[src/rtl/fmdll_pkg.sv]
// Shared definitions for the frequency-multiplying DLL blocks.
// Holds the lock-monitor state encoding and the default delay-control code
// width. The tap controller and the delay line use the same code width.
package fmdll_pkg;

  localparam int FMDLL_CODE_W = 10;

  typedef enum logic [1:0] {
    ST_IDLE   = 2'd0,
    ST_ACQ    = 2'd1,
    ST_LOCKED = 2'd2,
    ST_FAIL   = 2'd3
  } fmdll_state_e;

endpackage

[src/rtl/fmdll_absdiff.sv]
// Combinational absolute difference |i_a - i_b| of two unsigned codes.
// The larger operand is always the minuend, so the result cannot wrap.
// For example, 0 vs 1023 gives 1023.
// Ports:
//   i_a, i_b : W-bit unsigned operands
//   o_diff   : W-bit unsigned magnitude of the difference
module fmdll_absdiff #(
  parameter int W = 10
) (
  input  logic [W-1:0] i_a,
  input  logic [W-1:0] i_b,
  output logic [W-1:0] o_diff
);

  assign o_diff = (i_a >= i_b) ? (i_a - i_b) : (i_b - i_a);

endmodule

[src/rtl/fmdll_lock_monitor.sv]
// Lock detector and code monitor for the frequency-multiplying DLL.
// Watches the delay-control code on every code_vld strobe. It declares lock
// when the code settles and loss of lock when the code drifts. It flags a
// timeout if acquisition takes too many updates.
//
// state | meaning
// ------+-----------------------------------------------------------
// IDLE  | monitor disabled (en=0) or just out of reset
// ACQ   | tracking a reference code, counting consecutive stable updates
// LOCKED| lock declared; watching for drift against code_locked
// FAIL  | acquisition timed out; held until en=0
//
// Ports:
//   CLK_exit    : reference clock (sole clock)
//   rst         : asynchronous active-high reset
//   en          : monitor enable
//   M, N        : multiplier configuration; any change forces reacquisition
//   code_vld    : one-cycle strobe qualifying code
//   code        : current delay-control code
//   lock        : DLL locked
//   lock_lost   : one-cycle pulse on a drift exit from LOCKED
//   fail        : acquisition timeout, high while in FAIL
//   relock_req  : one-cycle pulse on every entry to ACQ
//   code_locked : reference code captured at lock
//   state       : current FSM state (IDLE=0, ACQ=1, LOCKED=2, FAIL=3)
module fmdll_lock_monitor
  import fmdll_pkg::*;
#(
  parameter int CODE_W     = FMDLL_CODE_W,
  parameter int TOL        = 2,
  parameter int LOCK_CNT   = 16,
  parameter int UNLOCK_CNT = 4,
  parameter int TIMEOUT    = 1023
) (
  input  logic              CLK_exit,
  input  logic              rst,
  input  logic              en,
  input  logic [1:0]        M,
  input  logic [3:0]        N,
  input  logic              code_vld,
  input  logic [CODE_W-1:0] code,
  output logic              lock,
  output logic              lock_lost,
  output logic              fail,
  output logic              relock_req,
  output logic [CODE_W-1:0] code_locked,
  output logic [1:0]        state
);

  localparam int STB_W = $clog2(LOCK_CNT + 1);
  localparam int MIS_W = $clog2(UNLOCK_CNT + 1);
  localparam int TMO_W = $clog2(TIMEOUT + 1);

  localparam logic [STB_W-1:0]  STB_MAX = STB_W'(LOCK_CNT);
  localparam logic [MIS_W-1:0]  MIS_MAX = MIS_W'(UNLOCK_CNT);
  localparam logic [TMO_W-1:0]  TMO_MAX = TMO_W'(TIMEOUT);
  localparam logic [CODE_W-1:0] TOL_C   = CODE_W'(TOL);

  fmdll_state_e      r_state, w_nxt_state;
  logic [CODE_W-1:0] r_ref, w_nxt_ref;
  logic [CODE_W-1:0] r_code_locked, w_nxt_code_locked;
  logic [STB_W-1:0]  r_stable, w_nxt_stable;
  logic [MIS_W-1:0]  r_miss, w_nxt_miss;
  logic [TMO_W-1:0]  r_tmo, w_nxt_tmo;
  logic              r_first, w_nxt_first;
  logic              r_lock_lost, w_nxt_lock_lost;
  logic              r_relock, w_nxt_relock;
  logic [1:0]        r_m_q;
  logic [3:0]        r_n_q;

  logic              w_cfg_chg;
  logic [CODE_W-1:0] w_cmp_ref;
  logic [CODE_W-1:0] w_diff;
  logic              w_in_tol;
  logic [STB_W-1:0]  w_stable_inc;
  logic [MIS_W-1:0]  w_miss_inc;
  logic [TMO_W-1:0]  w_tmo_inc;

  assign w_cfg_chg = (M != r_m_q) || (N != r_n_q);

  // One subtractor serves both states.
  // ACQ compares against the running reference.
  // LOCKED compares against the code frozen at lock.
  assign w_cmp_ref = (r_state == ST_LOCKED) ? r_code_locked : r_ref;

  fmdll_absdiff #(.W(CODE_W)) u_absdiff (
    .i_a    (code),
    .i_b    (w_cmp_ref),
    .o_diff (w_diff)
  );

  assign w_in_tol = (w_diff <= TOL_C);

  // Saturating increments; the counters never wrap.
  assign w_stable_inc = (r_stable == STB_MAX) ? r_stable : r_stable + 1'b1;
  assign w_miss_inc   = (r_miss   == MIS_MAX) ? r_miss   : r_miss   + 1'b1;
  assign w_tmo_inc    = (r_tmo    == TMO_MAX) ? r_tmo    : r_tmo    + 1'b1;

  always_comb begin
    w_nxt_state       = r_state;
    w_nxt_ref         = r_ref;
    w_nxt_code_locked = r_code_locked;
    w_nxt_stable      = r_stable;
    w_nxt_miss        = r_miss;
    w_nxt_tmo         = r_tmo;
    w_nxt_first       = r_first;
    w_nxt_lock_lost   = 1'b0;
    w_nxt_relock      = 1'b0;

    if (!en) begin
      w_nxt_state  = ST_IDLE;
      w_nxt_stable = '0;
      w_nxt_miss   = '0;
      w_nxt_tmo    = '0;
      w_nxt_first  = 1'b1;
    end else begin
      case (r_state)
        ST_IDLE: begin
          w_nxt_state  = ST_ACQ;
          w_nxt_relock = 1'b1;
        end

        ST_ACQ: begin
          if (w_cfg_chg) begin
            w_nxt_stable = '0;
            w_nxt_miss   = '0;
            w_nxt_tmo    = '0;
            w_nxt_first  = 1'b1;
            w_nxt_relock = 1'b1;
          end else if (code_vld) begin
            w_nxt_tmo = w_tmo_inc;
            if (r_first) begin
              w_nxt_ref    = code;
              w_nxt_stable = '0;
              w_nxt_first  = 1'b0;
            end else if (w_in_tol) begin
              w_nxt_stable = w_stable_inc;
              if (w_stable_inc == STB_MAX) begin
                w_nxt_state       = ST_LOCKED;
                w_nxt_code_locked = r_ref;
                w_nxt_miss        = '0;
              end
            end else begin
              w_nxt_ref    = code;
              w_nxt_stable = '0;
            end
            // Lock takes precedence when both thresholds are hit together.
            if ((w_nxt_state == ST_ACQ) && (w_tmo_inc == TMO_MAX)) begin
              w_nxt_state = ST_FAIL;
            end
          end
        end

        ST_LOCKED: begin
          if (w_cfg_chg) begin
            w_nxt_state  = ST_ACQ;
            w_nxt_stable = '0;
            w_nxt_miss   = '0;
            w_nxt_tmo    = '0;
            w_nxt_first  = 1'b1;
            w_nxt_relock = 1'b1;
          end else if (code_vld) begin
            if (w_in_tol) begin
              w_nxt_miss = '0;
            end else begin
              w_nxt_miss = w_miss_inc;
              if (w_miss_inc == MIS_MAX) begin
                // The drifted code becomes the new reference.
                // The next update can therefore already count as stable.
                w_nxt_state     = ST_ACQ;
                w_nxt_ref       = code;
                w_nxt_first     = 1'b0;
                w_nxt_stable    = '0;
                w_nxt_tmo       = '0;
                w_nxt_miss      = '0;
                w_nxt_lock_lost = 1'b1;
                w_nxt_relock    = 1'b1;
              end
            end
          end
        end

        ST_FAIL: begin
          w_nxt_state = ST_FAIL;
        end

        default: begin
          w_nxt_state = ST_IDLE;
        end
      endcase
    end
  end

  always_ff @(posedge CLK_exit or posedge rst) begin
    if (rst) begin
      r_state       <= ST_IDLE;
      r_ref         <= '0;
      r_code_locked <= '0;
      r_stable      <= '0;
      r_miss        <= '0;
      r_tmo         <= '0;
      r_first       <= 1'b1;
      r_lock_lost   <= 1'b0;
      r_relock      <= 1'b0;
      r_m_q         <= '0;
      r_n_q         <= '0;
    end else begin
      r_state       <= w_nxt_state;
      r_ref         <= w_nxt_ref;
      r_code_locked <= w_nxt_code_locked;
      r_stable      <= w_nxt_stable;
      r_miss        <= w_nxt_miss;
      r_tmo         <= w_nxt_tmo;
      r_first       <= w_nxt_first;
      r_lock_lost   <= w_nxt_lock_lost;
      r_relock      <= w_nxt_relock;
      r_m_q         <= M;
      r_n_q         <= N;
    end
  end

  assign lock        = (r_state == ST_LOCKED);
  assign fail        = (r_state == ST_FAIL);
  assign lock_lost   = r_lock_lost;
  assign relock_req  = r_relock;
  assign code_locked = r_code_locked;
  assign state       = r_state;

endmodule

[config.mk]
export PLATFORM = sky130hd
export DESIGN_NAME = fmdll_lock_monitor
export DESIGN_NICKNAME = d
export VERILOG_FILES = /design/src/rtl/fmdll_pkg.sv /design/src/rtl/fmdll_absdiff.sv /design/src/rtl/fmdll_lock_monitor.sv
export SDC_FILE = /design/constraint.sdc
export NUM_CORES = 1
export LEC_CHECK = 0
export CORE_AREA = 10 10 100 84
export DETAILED_ROUTE_END_ITERATION = 6
export DIE_AREA = 0 0 110 94
export PLACE_DENSITY = 0.91
export REMOVE_ABC_BUFFERS = 1
export SKIP_CTS_REPAIR_TIMING = 1
export SLEW_MARGIN = 5
export SYNTH_ARGS = -nofsm -noshare
export SYNTH_HDL_FRONTEND = slang
export SYNTH_HIERARCHICAL = 1
export SYNTH_SLANG_ARGS = --single-unit
[constraint.sdc]
create_clock -name CLK_exit -period 7.8 [get_ports CLK_exit]
set_input_delay 1.56 -clock CLK_exit [delete_from_list [all_inputs] [get_ports CLK_exit]]
set_output_delay 1.56 -clock CLK_exit [all_outputs]
set_load 0.01 [all_outputs]
# Yosys cells after proc, flatten, opt, wreduce, memory -nomap -nowiden

Index checks and enable logic that the tools add are counted.

Register bits after elaboration: 49
Latch bits: 0
Memory bits (writable): 0
ROM bits: 0
Input port bits: 20
Output and inout port bits: 16
Memories: 0

$add $sub $neg: 5
Multipliers: 0
Divide/modulo/power cells: 0
$lt $le $gt $ge: 2
Eq/ne operators: 29
Shifts and indexed selects: 0
Mux-type cells: 77
Bitwise logic cells: 2
Reductions and logical operators: 9

Operators with widths:

| cell                  | number |
|---|---|
| $mux 10               | 18 |
| $mux 5                | 10 |
| $pmux 10 s2           | 2 |
| $mux 3                | 11 |
| $mux 2                | 15 |
| $eq 10x10->1 const B  | 2 |
| $ne 4x4->1 const B    | 5 |
| $sub 10x10->10        | 2 |
| $mux 1                | 16 |
| $add 10x1->10 const B | 1 |
| $eq 5x5->1 const B    | 2 |
| $ge 10x10->1          | 1 |
| $le 10x2->1 const B   | 1 |
| $ne 2x2->1 const B    | 5 |
| $pmux 5 s2            | 1 |
| $reduce_and 5->1      | 2 |
| $ne 3x3->1 const B    | 3 |
| $reduce_and 9->1      | 1 |
| $pmux 2 s4            | 1 |
| $reduce_and 7->1      | 1 |
| $eq 3x3->1 const B    | 2 |
| $pmux 3 s2            | 1 |
| $reduce_and 6->1      | 1 |
| $add 5x1->5 const B   | 1 |
| 16 further kinds      | 19 |

# Logic depth before layout (Yosys ltp)

Word-level depth: 18
Gate-level depth with buffers: 23

# Modules after synthesis

Netlist, hierarchy kept.

Modules (own cells, without submodules):

| module             | times used | cells an instance | area each (um^2) | sequential area each (um^2) |
|---|---|---|---|---|
| fmdll_lock_monitor | 1          | 282               | 2737.6           | 1227.4 |
| fmdll_absdiff      | 1          | 124               | 1001.0           | 0.0 |

# Worst setup path after synthesis

No wires, ideal clock.

Path kind: in2reg
Start point: input code[7]
End point: register r_code_locked[0] (netlist: code_locked[0])
Data arrival time: 4923 ps
Required time: 7675 ps
Slack: 2752 ps
Stages: 15
Buffers on the path: 2
Path through: inv_1 -> ha_1 -> buf_6 -> a211oi_2 -> nor2_1 -> a211o_1 -> buf_6 -> a21oi_4 -> mux2i_1 -> xor2_1 -> or4_4 -> a2111oi_4 -> o2111ai_2 -> nor2_4 -> mux2_2

Word-level cells in the longest chain between the ends: 4

Ends and longest elaborated chain:

| element                           | RTL line                  | RTL |
|---|---|---|
| start: declaration                | fmdll_lock_monitor.sv:41  | `input logic [CODE_W-1:0] code,` |
| $ge 10x10->1                      | fmdll_absdiff.sv:15       | `assign o_diff = (i_a >= i_b) ? (i_a - i_b) : (i_b - i_a);` |
| $mux 10                           | fmdll_absdiff.sv:15       |  |
| via w_diff[3]                     | fmdll_lock_monitor.sv:73  | `logic [CODE_W-1:0] w_diff;` |
| $le 10x2->1                       | fmdll_lock_monitor.sv:92  | `assign w_in_tol = (w_diff <= TOL_C);` |
| $reduce_and 7->1 (no source line) | n/a                       |  |
| end signal: assignment            | fmdll_lock_monitor.sv:210 | `r_code_locked <= w_nxt_code_locked;` |
| end: declaration                  | fmdll_lock_monitor.sv:61  | `logic [CODE_W-1:0] r_code_locked, w_nxt_code_locked;` |

The timed path passes the listed nets, and every way through them passes these cells.
A chain may end at the register's enable or synchronous reset.

# Worst setup path after layout

Start point: register r_state[0] (netlist: state[0])
End point: register r_code_locked[9] (netlist: code_locked[9])

Word-level cells in the longest chain between the ends: 6

Ends and longest elaborated chain:

| element                           | RTL line                  | RTL |
|---|---|---|
| start: declaration                | fmdll_lock_monitor.sv:59  | `fmdll_state_e r_state, w_nxt_state;` |
| start signal: assignment          | fmdll_lock_monitor.sv:208 | `r_state <= w_nxt_state;` |
| $eq 2x2->1                        | fmdll_lock_monitor.sv:84  | `assign w_cmp_ref = (r_state == ST_LOCKED) ? r_code_locked : r_ref;` |
| $mux 10                           | fmdll_lock_monitor.sv:84  |  |
| via w_cmp_ref[7]                  | fmdll_lock_monitor.sv:72  | `logic [CODE_W-1:0] w_cmp_ref;` |
| $ge 10x10->1                      | fmdll_absdiff.sv:15       |  |
| $mux 10                           | fmdll_absdiff.sv:15       |  |
| via w_diff[3]                     | fmdll_lock_monitor.sv:73  |  |
| $le 10x2->1                       | fmdll_lock_monitor.sv:92  |  |
| $reduce_and 7->1 (no source line) | n/a                       |  |

The timed path passes the listed nets, and every way through them passes these cells.

==> reports/metrics.yaml <==
ys_seq_elements: 49
cts-root-buf: "clkbuf_8"
multi_input_comb_area_um2: 2281
timing_max_transition_violations_final: 0
routabilityCongestion: 0.9436
h_tree_depth_reported_by_cts: 2
number_of_antenna_violations_at_the_first_check_in_global_routing: 0
power.density_cell_area_nw_per_um2: 133.0
grt.overflow.total: 0
detailedRoute.firstIterationViolations: 284
io_pins: 36
detail_route.first_pass.iterations: 5
timing_worst_slew_pin_value_ns: 1.009
area_of_all_sequential_standard_cells_um2: 1227
data_required_time_of_the_critical_path_ns: 8.00
cts.reportedPaths.clkPinSlew_ns: 0.09
switching_share_of_power: 0.3067
synth_ff_type: "dfrtp_1"
syn-cell-area_um2: 3739
die_height_um: 94
max-clock-path-buffers: 2
run_status: "complete, no violations"
wl_met1_um: 4025
synth_warnings: 6
groute.usage.overall: 0.1687
cp_data_arrival_time_ns: 6.21
placement_rows: 26
synthesis.instances: 406
cell_internal_pwr_mw: 0.3872
drt_wl_total_um: 8646
startpoint_type: "register"
timing.fmax_ghz: 0.1664
power.ir.vdd_worst_uv: 103.8
path_max_fanout: 18
num-nets-final: 482
total_leakage_power_nw: 1.819
criticalPathCategory: "register to register"
number_of_synthesized_flops_with_an_enable_pin: 0
fin_worst_hold_slack_ns: 0.5286
vias_in_the_first_global_route: 2947
clock_skew_ns: 0.008940
yosysUniqueCellTypes: 71
area_delta_synth_final_pct: 12.35
max_cap_violations: 0
finalSetupViolCount: 0
share_comb_of_total_power: 0.237
core_region_area_um2: 6344
setup_repair_after_global_routing_missed_its_margin: "no"
total_power_mw: 0.5586
timing.setup.tns_ns: 0
p_clk_frac: 0.288
drive_above_1_share: 0.1078
grt_max_degree: 50
timing.critical_path.to_type: "register"
drt-vias-per-instance: 6.019
final_antenna_net_count: 0
detailroute.wirelength.met2_um: 3952
tritoncts: "yes"
die_area_um2: 10340
power_frac_seq: 0.474
route.top_layer_used: "met4"
post_synth.cell_area_avg_um2: 9.208
cts-buffers-inserted: 5
initial_core_utilization: 0.5893
hp_class: "register to register"
post-route-period-util: 0.7704
wire_length_of_the_first_global_routing_pass_um: 14320
timing_hold_violations_final: 0
clock_latency_ns: 0.32
layout.filler_cells: 501
detail_route.wl_per_cell_um: 16.63
clkSinkCount: 49
synth-seq-area-share: 0.3283
detailed_place_hpwl_um: 6409
synth_async_sr_flop_share: 1.000
vias: 3130
switching_power_mw: 0.1713
post-route-min-period_ns: 6.009
placement.io_buffers: 35
n_antenna_cell: 0
drc: 0
maxSlewHeadroom: 0.3265
routed-wl-met3_um: 606
die_w_um: 110
cells in the final DEF, fill, tap and decap left out, types with 3 or more instances in the layout:
| cell | n |
|---|---|
| mux2i_1 | 15 |
| o21ai_0 | 13 |
| nor3b_1 | 4 |
| mux2_1 | 4 |
| a21o_1 | 6 |
| nand3b_1 | 4 |
| nand2_1 | 52 |
| or3_1 | 3 |
| a221oi_1 | 3 |
| nand3_1 | 11 |
| a211oi_1 | 3 |
| or4_1 | 3 |
| ha_1 | 24 |
| nand2b_1 | 8 |
| nor2b_1 | 6 |
| mux2_2 | 21 |
| inv_1 | 35 |
| o211ai_1 | 4 |
| clkbuf_8 | 6 |
| dfrtp_1 | 48 |
| o21a_1 | 4 |
| xnor2_1 | 3 |
| nor2_1 | 22 |
| nand4_1 | 3 |
| o31ai_1 | 5 |
| a31oi_1 | 5 |
| a21oi_1 | 19 |
| xor2_1 | 10 |
| clkdlybuf4s50_1 | 35 |
| nor3_1 | 7 |
cell type report:
class	instances	area share
Sequential cell	49	0.2922
Multi-Input combinational cell	307	0.5430
Clock inverter	1	0.001787
Inverter	37	0.03307
Tap cell	84	0.02502
Clock buffer	6	0.01966
Timing Repair Buffer	36	0.08520
through the flow:
step / worst slack, ns / utilization / area, um^2 / std cells
after floorplan: 2.044 / - / 3642 / 393
after global placement: 1.795 / 0.6479 / 4110 / 513
after detailed placement: 1.725 / 0.6479 / 4110 / 513
after CTS: 1.772 / 0.6621 / 4200 / 520
after global routing: 1.367 / 0.6621 / 4200 / 520
final: 1.791 / 0.6621 / 4200 / 520
flip-flops by register name, indices dropped and copies added (netlist names):
signal,count
code_locked,10
lock_lost,1
r_first,1
r_m_q,2
r_miss,3
r_n_q,4
r_ref,10
r_stable,5
r_tmo,10
relock_req,1
state,2
cells in the mapped netlist (5+ instances only):
cell type,n,area share
nand2_1,52,0.052
dfrtp_1,48,0.32
inv_1,36,0.036
ha_1,24,0.080
nor2_1,22,0.022
mux2_2,21,0.063
a21oi_1,19,0.025
mux2i_1,15,0.040
o21ai_0,13,0.017
nand3_1,11,0.015
xor2_1,10,0.023
nand2b_1,8,0.013
nor3_1,7,0.0094
a21o_1,6,0.012
nor2b_1,6,0.010
o31ai_1,6,0.012
a31oi_1,5,0.0084
buf_6,5,0.015
critical path, cell delays in order, from the launching register on:
cell and delay, ns:
dfrtp_1 0.45, nand2b_1 0.55, clkinv_1 0.71, nand2_1 0.22, nand2_1 0.09, ha_1 0.43
a211oi_2 0.23, nor2_1 0.07, a211o_1 0.37, a21oi_4 0.37, mux2i_1 0.26, xor2_1 0.11
or4_4 0.57, a2111oi_4 0.41, o2111ai_2 0.27, nor2_4 0.38, mux2_2 0.40
final timing paths:
kind,slack (ns),cells past startpoint,from,endpoint
worst min register to register,0.53,2,r_first,r_first
min in group asynchronous,1.80,2,rst,r_stable[4]
worst max-delay path,1.79,16,state[0],code_locked[9]
max in group asynchronous,5.38,2,rst,r_miss[1]
worst min-delay path,0.53,2,r_first,r_first
worst max register to register,1.79,16,state[0],code_locked[9]
per-layer routing:
metal	global-route usage	vias up
li1	-	1491
met1	0.2313	1515
met2	0.2608	117
met3	0.03909	7
met4	0.04113	0
met5	0	-
kinds of logic after synthesis:
family,Yosys count,synth area share
mux,40,0.1155
xor+xnor,13,0.03046
buf+inv,50,0.06291
compound gates,90,0.1807
fa+ha+maj,26,0.09103
simple gates,138,0.1911
flops,49,0.3283
power groups by stage:
stage | clock network [mW] | registers (mW) | logic, mW
floorplan | 0 | 0.269 | 0.0939
global placement | 0 | 0.269 | 0.127
detailed placement | 0 | 0.270 | 0.129
CTS | 0.164 | 0.265 | 0.131
global route | 0.175 | 0.266 | 0.145
finish | 0.161 | 0.265 | 0.133
No activity file was read; power rests on OpenSTA's default activity.
